**src/rtl/data_bus_arbiter_pkg.sv**
```systemverilog
// Shared types and constants for the two-requester data bus arbiter.
package data_bus_arbiter_pkg;

  typedef enum logic [1:0] {
    IDLE  = 2'b00,
    ISSUE = 2'b01,
    WAIT  = 2'b10,
    ACK   = 2'b11
  } state_t;

  localparam int unsigned REQ_CPU         = 0;
  localparam int unsigned REQ_VGA         = 1;
  localparam int unsigned MEM_LAT_DEFAULT = 1;

endpackage

```
**src/rtl/arb_rr2.sv**
```systemverilog
// Combinational two-way round-robin picker: the requester that was not served last wins a tie.
module arb_rr2 (
  input  logic [1:0] req_i,
  input  logic       ptr_i,
  output logic [1:0] gnt_o
);

  always_comb begin
    gnt_o = 2'b00;
    case (req_i)
      2'b01:   gnt_o = 2'b01;
      2'b10:   gnt_o = 2'b10;
      2'b11:   gnt_o = ptr_i ? 2'b01 : 2'b10;
      default: gnt_o = 2'b00;
    endcase
  end

endmodule

```
**src/rtl/data_bus_arbiter.sv**
```systemverilog
// Arbitrates a CPU and a VGA/debug reader onto one data memory port with fixed read latency.
// Handshake: iReq[n] is a level held until oAck[n]; oAck is a one-cycle pulse and oRData is valid only with it.
module data_bus_arbiter
  import data_bus_arbiter_pkg::*;
#(
  parameter int unsigned MEM_LAT = MEM_LAT_DEFAULT,
  parameter int unsigned AW      = 64
) (
  input  logic          iCLK,
  input  logic          iRST,
  input  logic [1:0]    iReq,
  input  logic [1:0]    iWrite,
  input  logic [AW-1:0] iAddr0,
  input  logic [AW-1:0] iAddr1,
  input  logic [AW-1:0] iWData0,
  input  logic [AW-1:0] iWData1,
  input  logic [3:0]    iBE0,
  input  logic [3:0]    iBE1,
  output logic [1:0]    oAck,
  output logic [AW-1:0] oRData,
  output logic [1:0]    oGrant,
  output logic          wReadEnable,
  output logic          wWriteEnable,
  output logic [3:0]    wByteEnable,
  output logic [AW-1:0] wAddress,
  output logic [AW-1:0] wWriteData,
  input  logic [AW-1:0] wReadData,
  output logic [1:0]    oState
);

  localparam logic [3:0] LAT_M1 = 4'(MEM_LAT - 1);

  state_t        state_q;
  logic [3:0]    cnt_q;
  logic          ptr_q;
  logic          owner_q;
  logic          write_q;
  logic [1:0]    grant_q;
  logic [1:0]    ack_q;
  logic [AW-1:0] rdata_q;
  logic          re_q;
  logic          we_q;
  logic [3:0]    be_q;
  logic [AW-1:0] addr_q;
  logic [AW-1:0] wdata_q;

  logic [1:0]    pick;
  logic          win_id;
  logic          sel_write;
  logic [AW-1:0] sel_addr;
  logic [AW-1:0] sel_wdata;
  logic [3:0]    sel_be;

  arb_rr2 u_pick (
    .req_i (iReq),
    .ptr_i (ptr_q),
    .gnt_o (pick)
  );

  assign win_id    = pick[REQ_VGA];
  assign sel_write = iWrite[win_id];
  assign sel_addr  = win_id ? iAddr1  : iAddr0;
  assign sel_wdata = win_id ? iWData1 : iWData0;
  assign sel_be    = win_id ? iBE1    : iBE0;

  // Memory-side registers double as the request latch; they are only non-zero during ISSUE.
  always_ff @(posedge iCLK) begin
    if (iRST) begin
      state_q <= IDLE;
      cnt_q   <= '0;
      ptr_q   <= 1'(REQ_VGA);
      owner_q <= 1'b0;
      write_q <= 1'b0;
      grant_q <= '0;
      ack_q   <= '0;
      rdata_q <= '0;
      re_q    <= 1'b0;
      we_q    <= 1'b0;
      be_q    <= '0;
      addr_q  <= '0;
      wdata_q <= '0;
    end else begin
      ack_q <= 2'b00;
      case (state_q)
        IDLE: begin
          if (|iReq) begin
            state_q <= ISSUE;
            owner_q <= win_id;
            write_q <= sel_write;
            grant_q <= pick;
            rdata_q <= '0;
            re_q    <= ~sel_write;
            we_q    <= sel_write;
            be_q    <= sel_be;
            addr_q  <= sel_addr;
            wdata_q <= sel_wdata;
          end
        end
        ISSUE: begin
          state_q <= WAIT;
          cnt_q   <= LAT_M1;
          re_q    <= 1'b0;
          we_q    <= 1'b0;
          be_q    <= '0;
          addr_q  <= '0;
          wdata_q <= '0;
        end
        WAIT: begin
          if (cnt_q == 4'd0) begin
            state_q <= ACK;
            ptr_q   <= owner_q;
            ack_q   <= grant_q;
            if (!write_q) rdata_q <= wReadData;
          end else begin
            cnt_q <= cnt_q - 4'd1;
          end
        end
        ACK: begin
          state_q <= IDLE;
          grant_q <= '0;
        end
        default: state_q <= IDLE;
      endcase
    end
  end

  assign oAck         = ack_q;
  assign oRData       = rdata_q;
  assign oGrant       = grant_q;
  assign wReadEnable  = re_q;
  assign wWriteEnable = we_q;
  assign wByteEnable  = be_q;
  assign wAddress     = addr_q;
  assign wWriteData   = wdata_q;
  assign oState       = state_q;

endmodule

```
**config.mk**
```make
export PLATFORM = sky130hd
export DESIGN_NAME = data_bus_arbiter
export DESIGN_NICKNAME = d
export VERILOG_FILES = /design/src/rtl/data_bus_arbiter_pkg.sv /design/src/rtl/arb_rr2.sv /design/src/rtl/data_bus_arbiter.sv
export SDC_FILE = /design/constraint.sdc
export NUM_CORES = 1
export LEC_CHECK = 0
export ABC_CLOCK_PERIOD_IN_PS = 1900
export CAP_MARGIN = 20
export CORE_AREA = 2 2 210 212
export CTS_BUF_LIST = sky130_fd_sc_hd__clkbuf_8
export CTS_CLUSTER_SIZE = 40
export DETAILED_ROUTE_END_ITERATION = 8
export DIE_AREA = 0 0 212 214
export GPL_TIMING_DRIVEN = 1
export HOLD_SLACK_MARGIN = 0.06
export PLACE_DENSITY_LB_ADDON = 0.05
export RECOVER_POWER = 50
export SYNTH_ARGS = -nofsm -noshare
export SYNTH_HDL_FRONTEND = slang
export SYNTH_SLANG_ARGS = --single-unit
export TNS_END_PERCENT = 30
```
**constraint.sdc**
```tcl
create_clock -name iCLK -period 1.9 [get_ports iCLK]
set_input_delay 0.57 -clock iCLK [delete_from_list [all_inputs] [get_ports iCLK]]
set_output_delay 0.57 -clock iCLK [all_outputs]
set_load 0.1 [all_outputs]
```
# Yosys cells after proc, flatten, opt, wreduce, memory -nomap -nowiden
# Index checks and enable logic that the tools add are counted.
[word_totals] ff_bits=211 input_bits=334
[classes] add_sub_neg=1 magnitude_cmp=1 n_eq_ne=10 mux=28 bitwise=3 reduce_logical=15
[ops] op="two-way mux 64 bit" count=7
[ops] op="one-hot mux 64 bit (2 select lines)" count=3
[ops] op="one-hot mux 4 bit (2 select lines)" count=2
[ops] op="two-way mux 4 bit" count=3
[ops] op="AND reduction 2 bit" count=6
[ops] op="equality test 2 bit (second input constant)" count=4
[ops] op="two-way mux 2 bit" count=4
[ops] op="!= test 2 bit (second input constant)" count=4
[ops] op="one-hot mux 2 bit (4 select lines)" count=1
[ops] op="nonzero test 2 bit" count=4
[ops] op="one-hot mux 2 bit (3 select lines)" count=1
[ops] op="equality test 2 x 1 -> 1 bit (second input constant)" count=2
[ops] op="logical NOT 4 bit" count=1
[ops] op="two-way mux 1 bit" count=4
[ops] op="one-hot mux 1 bit (2 select lines)" count=2
[ops] op="one-hot mux 2 bit (2 select lines)" count=1
[ops] op="AND reduction 4 bit" count=1
[ops] op="subtractor 4 x 1 -> 4 bit (second input constant)" count=1
[ops] op="inverter 1 bit" count=3
[ops] op="OR reduction 3 bit" count=1
[ops] op="logical NOT 2 bit" count=1
[ops] op="< comparator 1 x 2 -> 1 bit (second input constant)" count=1
[ops] op="OR reduction 2 bit" count=1

# Depth between registers and ports, before layout
[depth] ltp_word=7 mapped_depth=9 mapped_depth_nobuf=5

# Hierarchy
# From an unflattened synthesis, not the netlist that was laid out.
[hier_totals] cells_unflattened=1122 area_unflattened_um2=10152.2
[modules_own_cells] module="data_bus_arbiter" n_inst=1 cells_per_inst=1119 area_each_um2=10133.5 seq_area_each_um2=4224.1
[modules_own_cells] module="arb_rr2" n_inst=1 cells_per_inst=3 area_each_um2=18.8 seq_area_each_um2=0.0

# Least setup slack after synthesis
# OpenSTA, ideal clock, no wires.
[synth_timing] path_kind="reg2reg" start="register state_q[0] (netlist: oState[0])" end="register addr_q[16] (netlist: wAddress[16])" setup_ns=0.070 arrival_time_ns=2.462 required_ns=1.830 path_slack_ns=-0.632 stages_incl_launch_ff=9 cell_sequence="dfxtp_1 inv_1 ha_1 buf_4 or2_1 a21oi_4 buf_4 buf_2 o2bb2ai_1"
[synth_via] elab_chain_cells=3 word_cells_on_any_way=6
[synth_lines] item="start, declared" line="data_bus_arbiter.sv:33" text="state_t state_q;"
[synth_lines] item="start signal, assigned" line="data_bus_arbiter.sv:69" text="state_q <= IDLE;"
[synth_lines] item="start signal, assigned" line="data_bus_arbiter.sv:87" text="state_q <= ISSUE;"
[synth_lines] item="start signal, assigned" line="data_bus_arbiter.sv:100" text="state_q <= WAIT;"
[synth_lines] item="equality test 2 x 1 -> 1 bit / logical NOT 2 bit (equally long branches)" line="data_bus_arbiter.sv:84" text="case (state_q)"
[synth_lines] item="nonzero test 2 bit (no source line) / != test 2 bit (equally long branches)"
[synth_lines] item="AND reduction 2 bit (no source line)"
[synth_lines] item="end signal, assigned" line="data_bus_arbiter.sv:95" text="addr_q <= sel_addr;"
[synth_lines] item="end, declared" line="data_bus_arbiter.sv:44" text="logic [AW-1:0] addr_q;"
# Parallel ways exist; a longest one is shown, timed or not.
# A chain may end at the register's enable or synchronous reset.

# Final worst setup path
[layout_timing] start="input port iReq[0]" end="register wdata_q[20] (netlist: wWriteData[20])"
[layout_via] elab_chain_cells=5 word_cells_on_any_way=10
[layout_lines] item="start, declared" line="data_bus_arbiter.sv:11" text="input logic [1:0] iReq,"
[layout_lines] item="equality test 2 bit / equality test 2 x 1 -> 1 bit (equally long branches)" line="arb_rr2.sv:10" text="case (req_i)"
[layout_lines] item="one-hot mux 2 bit (3 select lines)" line="arb_rr2.sv:10"
[layout_lines] item="two-way mux 64 bit" line="data_bus_arbiter.sv:63" text="assign sel_wdata = win_id ? iWData1 : iWData0;"
[layout_lines] item="two-way mux 64 bit" line="data_bus_arbiter.sv:86" text="if (|iReq) begin"
[layout_lines] item="one-hot mux 64 bit (2 select lines)" line="data_bus_arbiter.sv:84"
[layout_lines] item="end signal, assigned" line="data_bus_arbiter.sv:96" text="wdata_q <= sel_wdata;"
[layout_lines] item="end, declared" line="data_bus_arbiter.sv:45" text="logic [AW-1:0] wdata_q;"
# Parallel ways exist; a longest one is shown, timed or not. The select of a mux whose other input is x is not followed.

==> flow_summary.ini <==
[status]
status = complete, no violations

[synthesis]
ys_top_cells_by_count = dfxtp_1 (211), mux2i_1 (200), nand2_1 (132)
synth.avg_cell_area_sq_um = 10.87
synth-seq-cells = 211
syn_nets = 1145
synth.most_common_cell = dfxtp_1
yosysTopAreaCell = dfxtp_1
synth_cell_types = 39
synth.area.top_cells = dfxtp_1 (48%), mux2i_1 (23%), o2bb2ai_1 (12%)
synthFlopType = dfxtp_1
synth_edf_count = 0
syn_inst = 805
netlist_area_sq_um = 8748
ys_warn_count = 0
yosysTopAreaCellShare_pct = 48.28
ys_seq_area_share_pct = 48.28
async_flop_share_pct = 0

[clocking]
clk_pin_slew_ps = 50
clock_latency_ps = 580
cts_tree = yes
htreeDepth = 2
cts_made_buffers = 44
cts-root-buf = clkbuf_8
holdBufCountCts = 0
cts_max_path_buffers = 3
cts_sinks = 211

[die]
die_h_microns = 214
die_area_sq_um = 45370
core_sq_um = 42890
initial_core_util_pct = 20.40
die_x_microns = 212
fp-row-count = 76
boundaryPins = 538

[sta]
slew_violations = 0
hold_ws_ps = 493.4
finalHoldViolCount = 0
worstMarginPinSlew_ps = 379.6
fmax_mhz = 540.4
post-route-min-period_ps = 1850
skew_ps = 17.64
setup_viol = 0
relSlewSlack_pct = 73.97
finalCritPeriodShare_pct = 97.39

[placement]
place_congestion = 0.7679
placedCellCount = 1923
portBuffers = 537
hpwl_microns = 29420

[global_route]
grt_pass1_vias = 8730
gr-usage-all-layers_pct = 16.28
grt_pass1_wl_microns = 55280
grt_start_max_net_pins = 53
overflow = 0
antenna_found_initial = 1

[final_layout]
antennaDiodeCount = 0
fin_nets = 1739
fin_util_pct = 43.40
areaGrowthSynthToFinish_pct = 112.8
stdcell_count = 2015
drive_above_1_share_pct = 26.29

[critical_path]
worstSetupPathType = in2reg
required_ps = 2390
cp_cell_sequence = clkdlybuf4s50_1, or3b_4, a21oi_4, clkbuf_16, clkbuf_16, o2bb2ai_1
cpMaxStageDelayCell = clkdlybuf4s50_1
cp.arrival_ps = 2340
cpMostUsedCell = clkbuf_16
worstSetupStartpointType = input port
cpLargestDelayFamily = buffers and inverters
slowest_delay_ps = 510
cp-end-kind = flip-flop
path_max_fanout = 8
critical_path_buf_inv_count = 3

[power]
vdd_drop_max_mv = 0.8868
power_mw = 30.89
p_leak_nw = 7.208
powerDensity_nw_per_um2 = 1660

[detailed_routing]
postRouteAntennaNets = 0
drc = 0
drt-vias-per-instance = 4.135
num_vias = 8333
wl_per_cell_microns = 19.27
routed_wl_microns = 38830
drtPass1Iterations = 4
drtIter0Drc = 186

[hold_path]
hp-class = reg2reg

[job]
maxCapViolCount = 0
cells in the final DEF, fill, tap and decap left out, drive strengths merged:
cell type,count
ha,6
buf,275
o211ai,1
clkinv,2
o2111ai,1
nor3,2
mux2i,200
and3,2
clkdlybuf4s50,333
a22oi,1
nand2b,2
or2,1
o221ai,1
a21oi,5
nand3,6
a211oi,1
a311o,1
dfxtp,211
or3b,2
clkbuf,69
nor2b,5
inv,20
nand2,132
o21a,1
nor3b,2
or3,3
o2bb2ai,133
a22o,1
nor2,3
a21boi,2
o41ai,1
o21ai,5
where the power goes:
| group | switching, mW | internal (mW) | total, mW |
|---|---|---|---|
| combinational | 11.6 | 7.72 | 19.3 |
| clock | 2.09 | 2.82 | 4.91 |
| sequential | 1.14 | 5.55 | 6.69 |
| total | 14.8 | 16.1 | 30.9 |
sequential cells by signal (all words and copies together), names as in the netlist:
register,cells
oGrant,2
oState,2
wReadEnable,1
write_q,1
wByteEnable,4
wAddress,64
oRData,64
cnt_q,4
wWriteData,64
oAck,2
owner_q,1
ptr_q,1
wWriteEnable,1
metrics by stage:
step	cell area, sq um	setup slack (ps)	TNS (ps)
after floorplan	8776	1.647	0
after global placement	17340	-583.8	-70600
after detailed placement	17340	-588.6	-78450
after CTS	18260	35.15	0
after global routing	18610	-6.286	-34.17
final	18610	49.53	0
worst register-to-register path: cells and delay by family (launching register included):
kind	cells	cell delay, ps
compound gates	2	370
buf+inv	3	480
simple gates	1	420
flops	1	360
fa+ha+maj	1	130
routing by layer:
layer | vias up | part of all wire (%) | GRT usage (%)
met5 | - | 0.041 | 0
met4 | 2 | 2.4 | 5.211
met3 | 65 | 11 | 8.078
met2 | 339 | 49 | 28.21
met1 | 3808 | 37 | 17.11
li1 | 4119 | - | -
final timing paths:
path / end / slack, ps / depth (start not counted) / startpoint
worst max-delay path: wWriteData[20] / 50 / 6 / iReq[0]
worst min-delay path: oRData[41] / 490 / 2 / oRData[41]
worst max register to register: wWriteData[20] / 60 / 7 / oState[1]
worst min register to register: oRData[41] / 490 / 2 / oRData[41]
area by class of cell:
| type | count | area [sq um] |
|---|---|---|
| inverter | 6 | 25.02 |
| tap | 585 | 732.0 |
| timing repair buffer | 616 | 8519 |
| clock inverter | 16 | 62.56 |
| multi-input combinational | 520 | 4204 |
| fill | 3999 | 24270 |
| clock buffer | 61 | 839.6 |
| sequential | 211 | 4232 |
cell families (layout without fill, tap and decap cells):
| family | Yosys count | count (layout) | share of synthesized area (%) |
|---|---|---|---|
| buffers and inverters | 74 | 699 | 4.577 |
| AO/OA/AOI/OAI | 154 | 154 | 15.76 |
| multiplexers | 200 | 200 | 22.88 |
| adder cells (fa/ha/maj) | 6 | 6 | 0.8581 |
| flip-flops | 211 | 211 | 48.28 |
| AND/OR/NAND/NOR | 160 | 160 | 7.637 |
timing repair:
item                                   in CTS  in global routing
setup buffers                               1                  4
setup endpoints to repair                  31                 50
endpoints found under the hold margin       0                  0
gates resized for setup                     0                 20
pin swaps                                   1                  2
cloned                                      0                 10
No activity file was read; power rests on OpenSTA's default activity.
